==> src/rtl/spi_target_pkg.sv <==
// Shared types and constants for the SPI target block.
package spi_target_pkg;

    typedef enum logic [0:0] {
        ST_IDLE,
        ST_ACTIVE
    } state_t;

    localparam int unsigned BITS_PER_BYTE = 8;
    localparam logic [7:0] DEFAULT_IDLE_BYTE = 8'hFF;

endpackage

==> src/rtl/spi_target_sync.sv <==
// Two-flop synchroniser with a third flop for rise/fall edge detection.
module spi_target_sync #(
    parameter logic RESET_VAL = 1'b0
) (
    input  logic clk,
    input  logic reset,
    input  logic din,
    output logic dout,
    output logic rise,
    output logic fall
);

    logic [2:0] sync_q;

    always_ff @(posedge clk or posedge reset) begin
        if (reset) begin
            sync_q <= {3{RESET_VAL}};
        end else begin
            sync_q <= {sync_q[1:0], din};
        end
    end

    assign dout = sync_q[1];
    assign rise = sync_q[1] & ~sync_q[2];
    assign fall = ~sync_q[1] & sync_q[2];

endmodule

==> src/rtl/spi_target.sv <==
// SPI mode-0 target with TX holding register and RX storage.
// Define SPI_TARGET_RX_FIFO_EN for an RX_DEPTH-entry RX FIFO; otherwise a single RX register.
module spi_target
    import spi_target_pkg::*;
#(
    parameter logic [7:0] IDLE_BYTE = DEFAULT_IDLE_BYTE
`ifdef SPI_TARGET_RX_FIFO_EN
    ,
    parameter int unsigned RX_DEPTH = 4
`endif
) (
    input  logic       clk,
    input  logic       reset,
    input  logic       spi_sclk,
    input  logic       spi_cs_n,
    input  logic       spi_mosi,
    output logic       spi_miso,
    output logic       spi_miso_oe,
    input  logic [7:0] tx_data,
    input  logic       tx_valid,
    output logic       tx_ready,
    output logic [7:0] rx_data,
    output logic       rx_valid,
    input  logic       rx_ready,
    output logic       busy,
    output logic       overrun,
    output logic       underrun
);

    localparam int unsigned CNT_W = $clog2(BITS_PER_BYTE);

    logic sclk_rise, sclk_fall, cs_rise, cs_fall, mosi_s;
    logic unused_sclk_lvl, unused_cs_lvl, unused_mosi_rise, unused_mosi_fall;

    spi_target_sync #(.RESET_VAL(1'b0)) u_sync_sclk (
        .clk(clk), .reset(reset), .din(spi_sclk),
        .dout(unused_sclk_lvl), .rise(sclk_rise), .fall(sclk_fall)
    );
    spi_target_sync #(.RESET_VAL(1'b1)) u_sync_cs (
        .clk(clk), .reset(reset), .din(spi_cs_n),
        .dout(unused_cs_lvl), .rise(cs_rise), .fall(cs_fall)
    );
    spi_target_sync #(.RESET_VAL(1'b0)) u_sync_mosi (
        .clk(clk), .reset(reset), .din(spi_mosi),
        .dout(mosi_s), .rise(unused_mosi_rise), .fall(unused_mosi_fall)
    );

    state_t           state_q, state_d;
    logic [CNT_W-1:0] bit_cnt_q, bit_cnt_d;
    logic [6:0]       rx_shift_q, rx_shift_d;
    logic [7:0]       tx_shift_q, tx_shift_d;
    logic [7:0]       hold_q, hold_d;
    logic             hold_full_q, hold_full_d;
    logic             miso_q, miso_d, oe_q, oe_d;
    logic             underrun_q, underrun_d, overrun_q;
    logic             tx_load, rx_push, rx_pop, rx_full, push_ok;
    logic [7:0]       load_byte, rx_byte;

    assign load_byte = hold_full_q ? hold_q : IDLE_BYTE;
    assign rx_byte   = {rx_shift_q, mosi_s};
    assign rx_pop    = rx_valid && rx_ready;
    assign push_ok   = rx_push && (!rx_full || rx_pop);

    always_comb begin
        state_d     = state_q;
        bit_cnt_d   = bit_cnt_q;
        rx_shift_d  = rx_shift_q;
        tx_shift_d  = tx_shift_q;
        miso_d      = miso_q;
        oe_d        = oe_q;
        tx_load     = 1'b0;
        rx_push     = 1'b0;
        unique case (state_q)
            ST_IDLE: begin
                if (cs_fall) begin
                    state_d   = ST_ACTIVE;
                    bit_cnt_d = '0;
                    tx_load   = 1'b1;
                    miso_d    = load_byte[7];
                    oe_d      = 1'b1;
                end
            end
            ST_ACTIVE: begin
                // CS release wins over any coincident clock edge.
                if (cs_rise) begin
                    state_d = ST_IDLE;
                    miso_d  = 1'b0;
                    oe_d    = 1'b0;
                end else if (sclk_rise) begin
                    rx_shift_d = {rx_shift_q[5:0], mosi_s};
                    bit_cnt_d  = bit_cnt_q + 1'b1;
                    if (bit_cnt_q == CNT_W'(BITS_PER_BYTE - 1)) begin
                        rx_push = 1'b1;
                        tx_load = 1'b1;
                    end
                end else if (sclk_fall) begin
                    if (bit_cnt_q != '0) begin
                        tx_shift_d = {tx_shift_q[6:0], 1'b0};
                        miso_d     = tx_shift_q[6];
                    end else begin
                        miso_d = tx_shift_q[7];
                    end
                end
            end
            default: state_d = ST_IDLE;
        endcase

        underrun_d = tx_load && !hold_full_q;
        if (tx_load) begin
            tx_shift_d = load_byte;
        end

        hold_d      = hold_q;
        hold_full_d = hold_full_q;
        if (tx_load) begin
            hold_full_d = 1'b0;
        end
        if (tx_valid && !hold_full_q) begin
            hold_d      = tx_data;
            hold_full_d = 1'b1;
        end
    end

    always_ff @(posedge clk or posedge reset) begin
        if (reset) begin
            state_q     <= ST_IDLE;
            bit_cnt_q   <= '0;
            rx_shift_q  <= '0;
            tx_shift_q  <= '0;
            hold_q      <= '0;
            hold_full_q <= 1'b0;
            miso_q      <= 1'b0;
            oe_q        <= 1'b0;
            underrun_q  <= 1'b0;
            overrun_q   <= 1'b0;
        end else begin
            state_q     <= state_d;
            bit_cnt_q   <= bit_cnt_d;
            rx_shift_q  <= rx_shift_d;
            tx_shift_q  <= tx_shift_d;
            hold_q      <= hold_d;
            hold_full_q <= hold_full_d;
            miso_q      <= miso_d;
            oe_q        <= oe_d;
            underrun_q  <= underrun_d;
            overrun_q   <= rx_push && rx_full && !rx_pop;
        end
    end

`ifdef SPI_TARGET_RX_FIFO_EN
    localparam int unsigned PTR_W = $clog2(RX_DEPTH);

    logic [7:0]       mem_q [RX_DEPTH];
    logic [PTR_W-1:0] wr_ptr_q, rd_ptr_q;
    logic [PTR_W:0]   count_q;

    assign rx_full  = count_q == (PTR_W + 1)'(RX_DEPTH);
    assign rx_valid = count_q != '0;
    assign rx_data  = mem_q[rd_ptr_q];

    always_ff @(posedge clk or posedge reset) begin
        if (reset) begin
            for (int unsigned i = 0; i < RX_DEPTH; i++) begin
                mem_q[i] <= '0;
            end
            wr_ptr_q <= '0;
            rd_ptr_q <= '0;
            count_q  <= '0;
        end else begin
            if (push_ok) begin
                mem_q[wr_ptr_q] <= rx_byte;
                wr_ptr_q        <= wr_ptr_q + 1'b1;
            end
            if (rx_pop) begin
                rd_ptr_q <= rd_ptr_q + 1'b1;
            end
            if (push_ok && !rx_pop) begin
                count_q <= count_q + 1'b1;
            end else if (!push_ok && rx_pop) begin
                count_q <= count_q - 1'b1;
            end
        end
    end
`else
    logic [7:0] rx_hold_q;
    logic       rx_hold_valid_q;

    assign rx_full  = rx_hold_valid_q;
    assign rx_valid = rx_hold_valid_q;
    assign rx_data  = rx_hold_q;

    always_ff @(posedge clk or posedge reset) begin
        if (reset) begin
            rx_hold_q       <= '0;
            rx_hold_valid_q <= 1'b0;
        end else if (push_ok) begin
            rx_hold_q       <= rx_byte;
            rx_hold_valid_q <= 1'b1;
        end else if (rx_pop) begin
            rx_hold_valid_q <= 1'b0;
        end
    end
`endif

    assign spi_miso    = miso_q;
    assign spi_miso_oe = oe_q;
    assign tx_ready    = !hold_full_q;
    assign busy        = state_q == ST_ACTIVE;
    assign overrun     = overrun_q;
    assign underrun    = underrun_q;

endmodule

==> config.mk <==
export PLATFORM = sky130hd
export DESIGN_NAME = spi_target
export DESIGN_NICKNAME = d
export VERILOG_FILES = /design/src/rtl/spi_target_pkg.sv /design/src/rtl/spi_target_sync.sv /design/src/rtl/spi_target.sv
export SDC_FILE = /design/constraint.sdc
export NUM_CORES = 1
export LEC_CHECK = 0
export CORE_AREA = 2 2 96 79
export CTS_CLUSTER_SIZE = 20
export DETAILED_ROUTE_END_ITERATION = 6
export DIE_AREA = 0 0 98 81
export SLEW_MARGIN = 10
export SYNTH_ARGS = -nofsm -noshare
export SYNTH_HDL_FRONTEND = slang
export SYNTH_SLANG_ARGS = --single-unit
==> constraint.sdc <==
create_clock -name clk -period 2.1 [get_ports clk]
set_clock_uncertainty 0.15 [all_clocks]
set_input_delay 0.21 -clock clk [delete_from_list [all_inputs] [get_ports clk]]
set_output_delay 0.21 -clock clk [all_outputs]
set_load 0.005 [all_outputs]
Word-level counts from Yosys, hierarchy flattened
Cells that the tools add are included.

Output and inout bits: 15. Bits of input ports: 15. Flip-flop bits (word level): 49. Word-level logic and storage cells: 88.

Reductions and logical operators: 21. Multiplexer cells: 32. $add $sub $neg: 1. Bitwise operators: 10. Equality and inequality tests: 9.

Operators with widths (count): $mux 8 (7); $mux 1 (17); $reduce_bool 2->1 (5); $mux 3 (3); $reduce_and 3->1 (3); $ne 2x2->1 const B (4); $pmux 1 s2 (4); $logic_and 1x1->1 (6); $ne 3x3->1 const B (2); $not 1->1 (6); $pmux 3 s2 (1); $reduce_and 5->1 (1); $and 1x1->1 (4); $ne 2x1->1 const B (2); $add 3x1->3 const B (1); $eq 3x3->1 const B (1); $logic_not 1->1 (3); $reduce_bool 3->1 (1); $reduce_and 2->1 (1); $logic_or 1x1->1 (1).

Depth between registers and ports, before layout
Word-level depth: 7. Gate-level depth with buffers: 7. Gate-level depth less buffers: 6.

Modules after synthesis
A second synthesis with hierarchy kept.

Cells, all modules: 158. Area total of the unflattened synthesis: 2052.0 µm².

By module, submodules not included: spi_target (sequential area each 1026.0 µm², cells each 140, instances 1, area each 1766.7 µm²); spi_target_sync at u_sync_mosi ... (sequential area each 75.1 µm², cells each 6, instances 2, area each 93.8 µm²); spi_target_sync at u_sync_cs (sequential area each 78.8 µm², cells each 6, instances 1, area each 97.6 µm²).

Worst setup path before layout
No wires, ideal clock.

Path type: reg-to-reg. Start: register bit_cnt_q[0]. End: register tx_shift_q[7]. Setup slack: 0.180 ns. Setup time: 0.126 ns. Cell stages (with the launch flop): 8. Data required time: 1.824 ns. Clock period less this slack: 1.920 ns. Path buffers: 1. Arrival: 1.644 ns. Cell sequence: dfrtp_1 > ha_1 > ha_1 > and3b_1 > buf_2 > a31oi_4 > a21oi_1 > a221o_1.

Word-level cells in the longest chain between the ends: 7. Elaborated cells on any way between the ends: 13. Those cells by class: eq/ne (3); mux (5); reduce/logical (5).

RTL lines: start, declared (RTL line spi_target.sv:49) `logic [CNT_W-1:0] bit_cnt_q, bit_cnt_d;`; start signal, assigned (RTL line spi_target.sv:138) `bit_cnt_q <= bit_cnt_d;`; $eq 3x3->1 (RTL line spi_target.sv:92) `if (bit_cnt_q == CNT_W'(BITS_PER_BYTE - 1)) begin`; $mux 1 (RTL line spi_target.sv:92); $mux 1 (RTL line spi_target.sv:89) `end else if (sclk_rise) begin`; $mux 1 (RTL line spi_target.sv:85) `if (cs_rise) begin`; $pmux 1 s2 (RTL line spi_target.sv:73) `unique case (state_q)`; $ne 2x1->1 (no line) or $reduce_bool 2->1 (tied branches); $reduce_and 5->1 (no line); end signal, assigned (RTL line spi_target.sv:140) `tx_shift_q <= tx_shift_d;`; end, declared (RTL line spi_target.sv:51) `logic [7:0] tx_shift_q, tx_shift_d;`.

Parallel ways exist; a longest one is shown, timed or not. A chain may end at the register's enable or synchronous reset.

Worst setup path after layout
Start: register state_q, in the netlist busy. End: output busy.

RTL lines: start, declared (RTL line spi_target.sv:48) `state_t state_q, state_d;`; start signal, assigned (RTL line spi_target.sv:137) `state_q <= state_d;`; end, declared (RTL line spi_target.sv:25) `output logic busy,`.

No word-level cell between the ends.

==> impl_summary.txt <==
----------------------------------------------------
[Clock tree]
  H-Tree Depth ... 2
  Root buffer selected by CTS ... clkbuf_8
  Post-CTS sizing ... 0
  Clock transition at the register clock pins on the worst setup and hold paths after CTS ... ~90 ps
  Hold buffer count at CTS ... 0
  Buffers inserted during post-CTS setup optimization ... 0
  Bufs on Longest Clock Path ... 2
  Total CTS buffers ... 5
  Clk sinks ... 49
  Worst-skew pair later-pin latency ... 300 ps
  Clock tree from TritonCTS ... yes

[Yosys]
  Xor/xnor cell area share of the yosys netlist ... 0
  Sequential cell area fraction in the yosys report ... 0.602
  Number of distinct standard cells referenced by the synthesized netlist ... 36
  Yosys synthesis warning count ... 0
  Number of synthesized flops with an enable pin ... 0
  Netlist area before placement ... a little over 2000 um2
  Proportion of register bits with asynchronous set or reset after synthesis ... 1.00
  Post-synthesis simple-gate area fraction ... 0.107
  Number of nets produced by synthesis ... roughly 180
  Post-synthesis compound-gate area fraction ... 0.118
  Flops & latches, synth ... roughly 50
  Number of standard cells after synthesis ... ~160
  Synth Area in Adders ... 0.0184
  Mean cell area of the mapped netlist ... between 10 and 15 um2
  Dominant register cell in the synthesized netlist ... dfrtp_1
  Proportion of synthesized area in mux cells ... 0.100
  Main combinational cell family by area after synthesis ... compound AO/OA/AOI/OAI gates

[Power]
  Leakage power ... roughly 1.2 nW
  Share of power burned in combinational logic ... 0.185
  Power share of the clock group ... 0.309
  Switching Share ... 0.266
  Peak ir drop on the vdd network ... about 0.34 mV
  Power density over the cells ... about 1000 nW/um2
  Sw Pwr ... 0.694 mW
  Sequential cell fraction of total power ... 0.507
  Cell-internal power ... ~1.9 mW

[Timing]
  Tmin final ... about 2000 ps
  Share of the clock period used by the worst path after layout ... 0.949
  Actual slew at the worst max-slew pin ... about 560 ps
  Final sum of negative setup slack ... 0 ps
  Peak clock frequency supported by timing ... approximately 0.5 GHz
  Hold violation count in the final report ... 0
  Number of endpoints failing setup at the final stage ... 0
  Tightest slew margin relative to the limit ... 0.627
  Final Slew Violations ... 0
  Worst hold-check slack ... approximately 65 ps
  Unrepaired setup endpoints after global routing ... no

[GRT]
  Wire length of the first global-routing pass ... about 6 mm
  Total routing usage reported by global routing ... 0.0990
  Antenna violations before repair ... 0
  Remaining Overflow, GRT ... 0
  Maximum number of pins on one net before global-route repair ... 23
  Vias in the first global route ... 1235

[Critical path]
  Worst flop-to-flop path startpoint ... bit_cnt_q[0]
  Path type of the worst setup path ... reg -> out
  Max incr delay on CP ... ~700 ps
  Crit Reg-Reg Endpoint ... tx_shift_q[6]
  Slowest cell on the critical path ... dfrtp_1
  Element type at the critical path end ... output pin
  Cells along the critical path ... clkdlybuf4s50_1
  Buf/Inv on CP ... 1
  Critical path data required time ... about 1700 ps
  Highest fanout seen on the critical path ... 11
  R2R cell count ... 6
  Crit-path leading delay family ... flip-flops
  Setup slack, reg-to-reg ... approximately 110 ps
  Stages on the worst setup path ... 1
  Arrival time worst endpoint ... 1630 ps
  Startpoint type of the worst setup path ... flop

[Layout]
  Share of cells above drive strength 1 ... 0.187
  Synthesis-to-finish area growth ... 25.8%
  Post-layout nets ... between 200 and 250
  Number of diodes added for antenna fixing ... 0

[Route]
  Final wirelength ... 3.54 mm
  Number of detailed-routing iterations run before antenna repair ... 4
  DRC errors left ... 0
  Vias per Instance ... between 4 and 5
  Count of antenna-violating nets left after detailed routing ... 0
  Total number of vias ... about 1300
  Iter 0 DRT Violations ... 83
  Routed wirelength normalized by instance count ... between 10 and 15 um

[Worst hold path]
  Hold WC Path Type ... in -> async

[Floorplanning]
  Die height ... between 80 and 90 um
  Initial cell density of the core ... 0.287
  Area of the placeable core ... slightly above 7000 um2
  Horiz. Die Dim ... roughly 100 um
  Die footprint ... 7940 um2
  # rows ... 28
  Count of pins on the block boundary ... 30

[Place]
  Post-detailed-placement half-perimeter wirelength ... between 2 and 3 mm
  Count of port buffers added during placement ... 29
  Placer's final routability congestion estimate ... approximately 0.72

[Run status]
  Status ... finished clean

[Flow run]
  Max-cap violations ... 0

----------------------------------------------------
-- synth_stat cells, types with 2 or more instances --
cell	instances	share of area
nor2_1	4	0.0073
inv_1	14	0.026
dfstp_2	3	0.039
nand2b_1	4	0.012
a221o_1	7	0.034
nand3_1	4	0.0098
nor2b_1	2	0.0061
mux2_2	6	0.033
a21oi_1	9	0.022
o21ai_1	4	0.0098
mux2_4	4	0.029
nand2_1	9	0.017
ha_1	3	0.018
mux2_1	6	0.033
o21ai_0	9	0.022
buf_6	2	0.011
clkbuf_1	3	0.0055
dfrtp_1	46	0.56
-- cell type report --
class                      count  area [um2]
clock inverter                 3        68.8
inverter                      14        52.6
tap                           90         113
fill                         689        4540
timing repair buffer          35         335
multi-input combinational     87         703
clock buffer                   5        68.8
sequential                    49        1230
-- sequential cells by signal, indices dropped and copies added (netlist names), 2 cells and up --
name                cells
u_sync_mosi.sync_q      2
hold_q                  8
rx_shift_q              7
bit_cnt_q               3
rx_data                 8
u_sync_cs.sync_q        3
tx_shift_q              8
u_sync_sclk.sync_q      3
-- cells in the final DEF (no fill, tap or decap), types with 3 or more instances in the layout --
cell | synthesis | layout
mux2_2 | 6 | 6
dfrtp_1 | 46 | 46
a21oi_1 | 9 | 9
mux2_1 | 6 | 6
a221o_1 | 7 | 7
dfstp_2 | 3 | 3
inv_1 | 14 | 13
mux2_4 | 4 | 4
nor2_1 | 4 | 4
buf_4 | 0 | 6
clkbuf_8 | 0 | 5
o21ai_0 | 9 | 9
ha_1 | 3 | 3
nand2b_1 | 4 | 4
nand2_1 | 9 | 9
o21ai_1 | 4 | 4
nand3_1 | 4 | 4
clkdlybuf4s50_1 | 0 | 29
-- metal layers --
metal  global-route usage  wire length [um]  share of wire
met1                0.141              1850           0.52
met2                0.138              1500           0.42
met3               0.0387               145          0.041
met4               0.0292                44          0.012
met5                    0                 0              0
-- through the flow --
| step | setup slack [ps] | cell area [um2] | power, mW | util | cells |
|---|---|---|---|---|---|
| 6_report | 107 | 2570 | 2.60 | 0.362 | 283 |
| 5_1_grt | 4.08 | 2570 | 2.77 | 0.362 | 283 |
| 4_1_cts | 66.6 | 2560 | 2.63 | 0.359 | 281 |
| 3_5_place_dp | 87.7 | 2420 | 1.82 | 0.340 | 273 |
| 3_3_place_gp | 139 | 2420 | 1.80 | 0.340 | 273 |
| 2_1_floorplan | 180 | 2040 | 1.65 | - | 157 |
-- how the worst max path moves through the flow --
stage / startpoint / endpoint / slack (ps)
2_1_floorplan: bit_cnt_q[0] / tx_shift_q[7] / 180
3_3_place_gp: bit_cnt_q[0] / tx_shift_q[1] / 140
3_5_place_dp: bit_cnt_q[0] / tx_shift_q[1] / 90
4_1_cts: bit_cnt_q[0] / tx_shift_q[6] / 70
5_1_grt: bit_cnt_q[0] / tx_shift_q[6] / 4
6_report: busy / busy / 110
-- cells by family after synthesis --
| kind of cell | after synthesis |
|---|---|
| AO/OA/AOI/OAI | 35 |
| AND/OR/NAND/NOR | 32 |
| multiplexers | 17 |
| flip-flops | 49 |
| adder cells (fa/ha/maj) | 3 |
| buffers and inverters | 21 |
-- power groups by stage --
stage | registers (mW) | logic, mW | clock network [mW]
floorplan | 1.27 | 0.377 | 0
global placement | 1.33 | 0.472 | 0
detailed placement | 1.34 | 0.485 | 0
CTS | 1.32 | 0.487 | 0.824
global route | 1.35 | 0.542 | 0.870
finish | 1.32 | 0.480 | 0.804
Power figures use the tool's default switching activity.
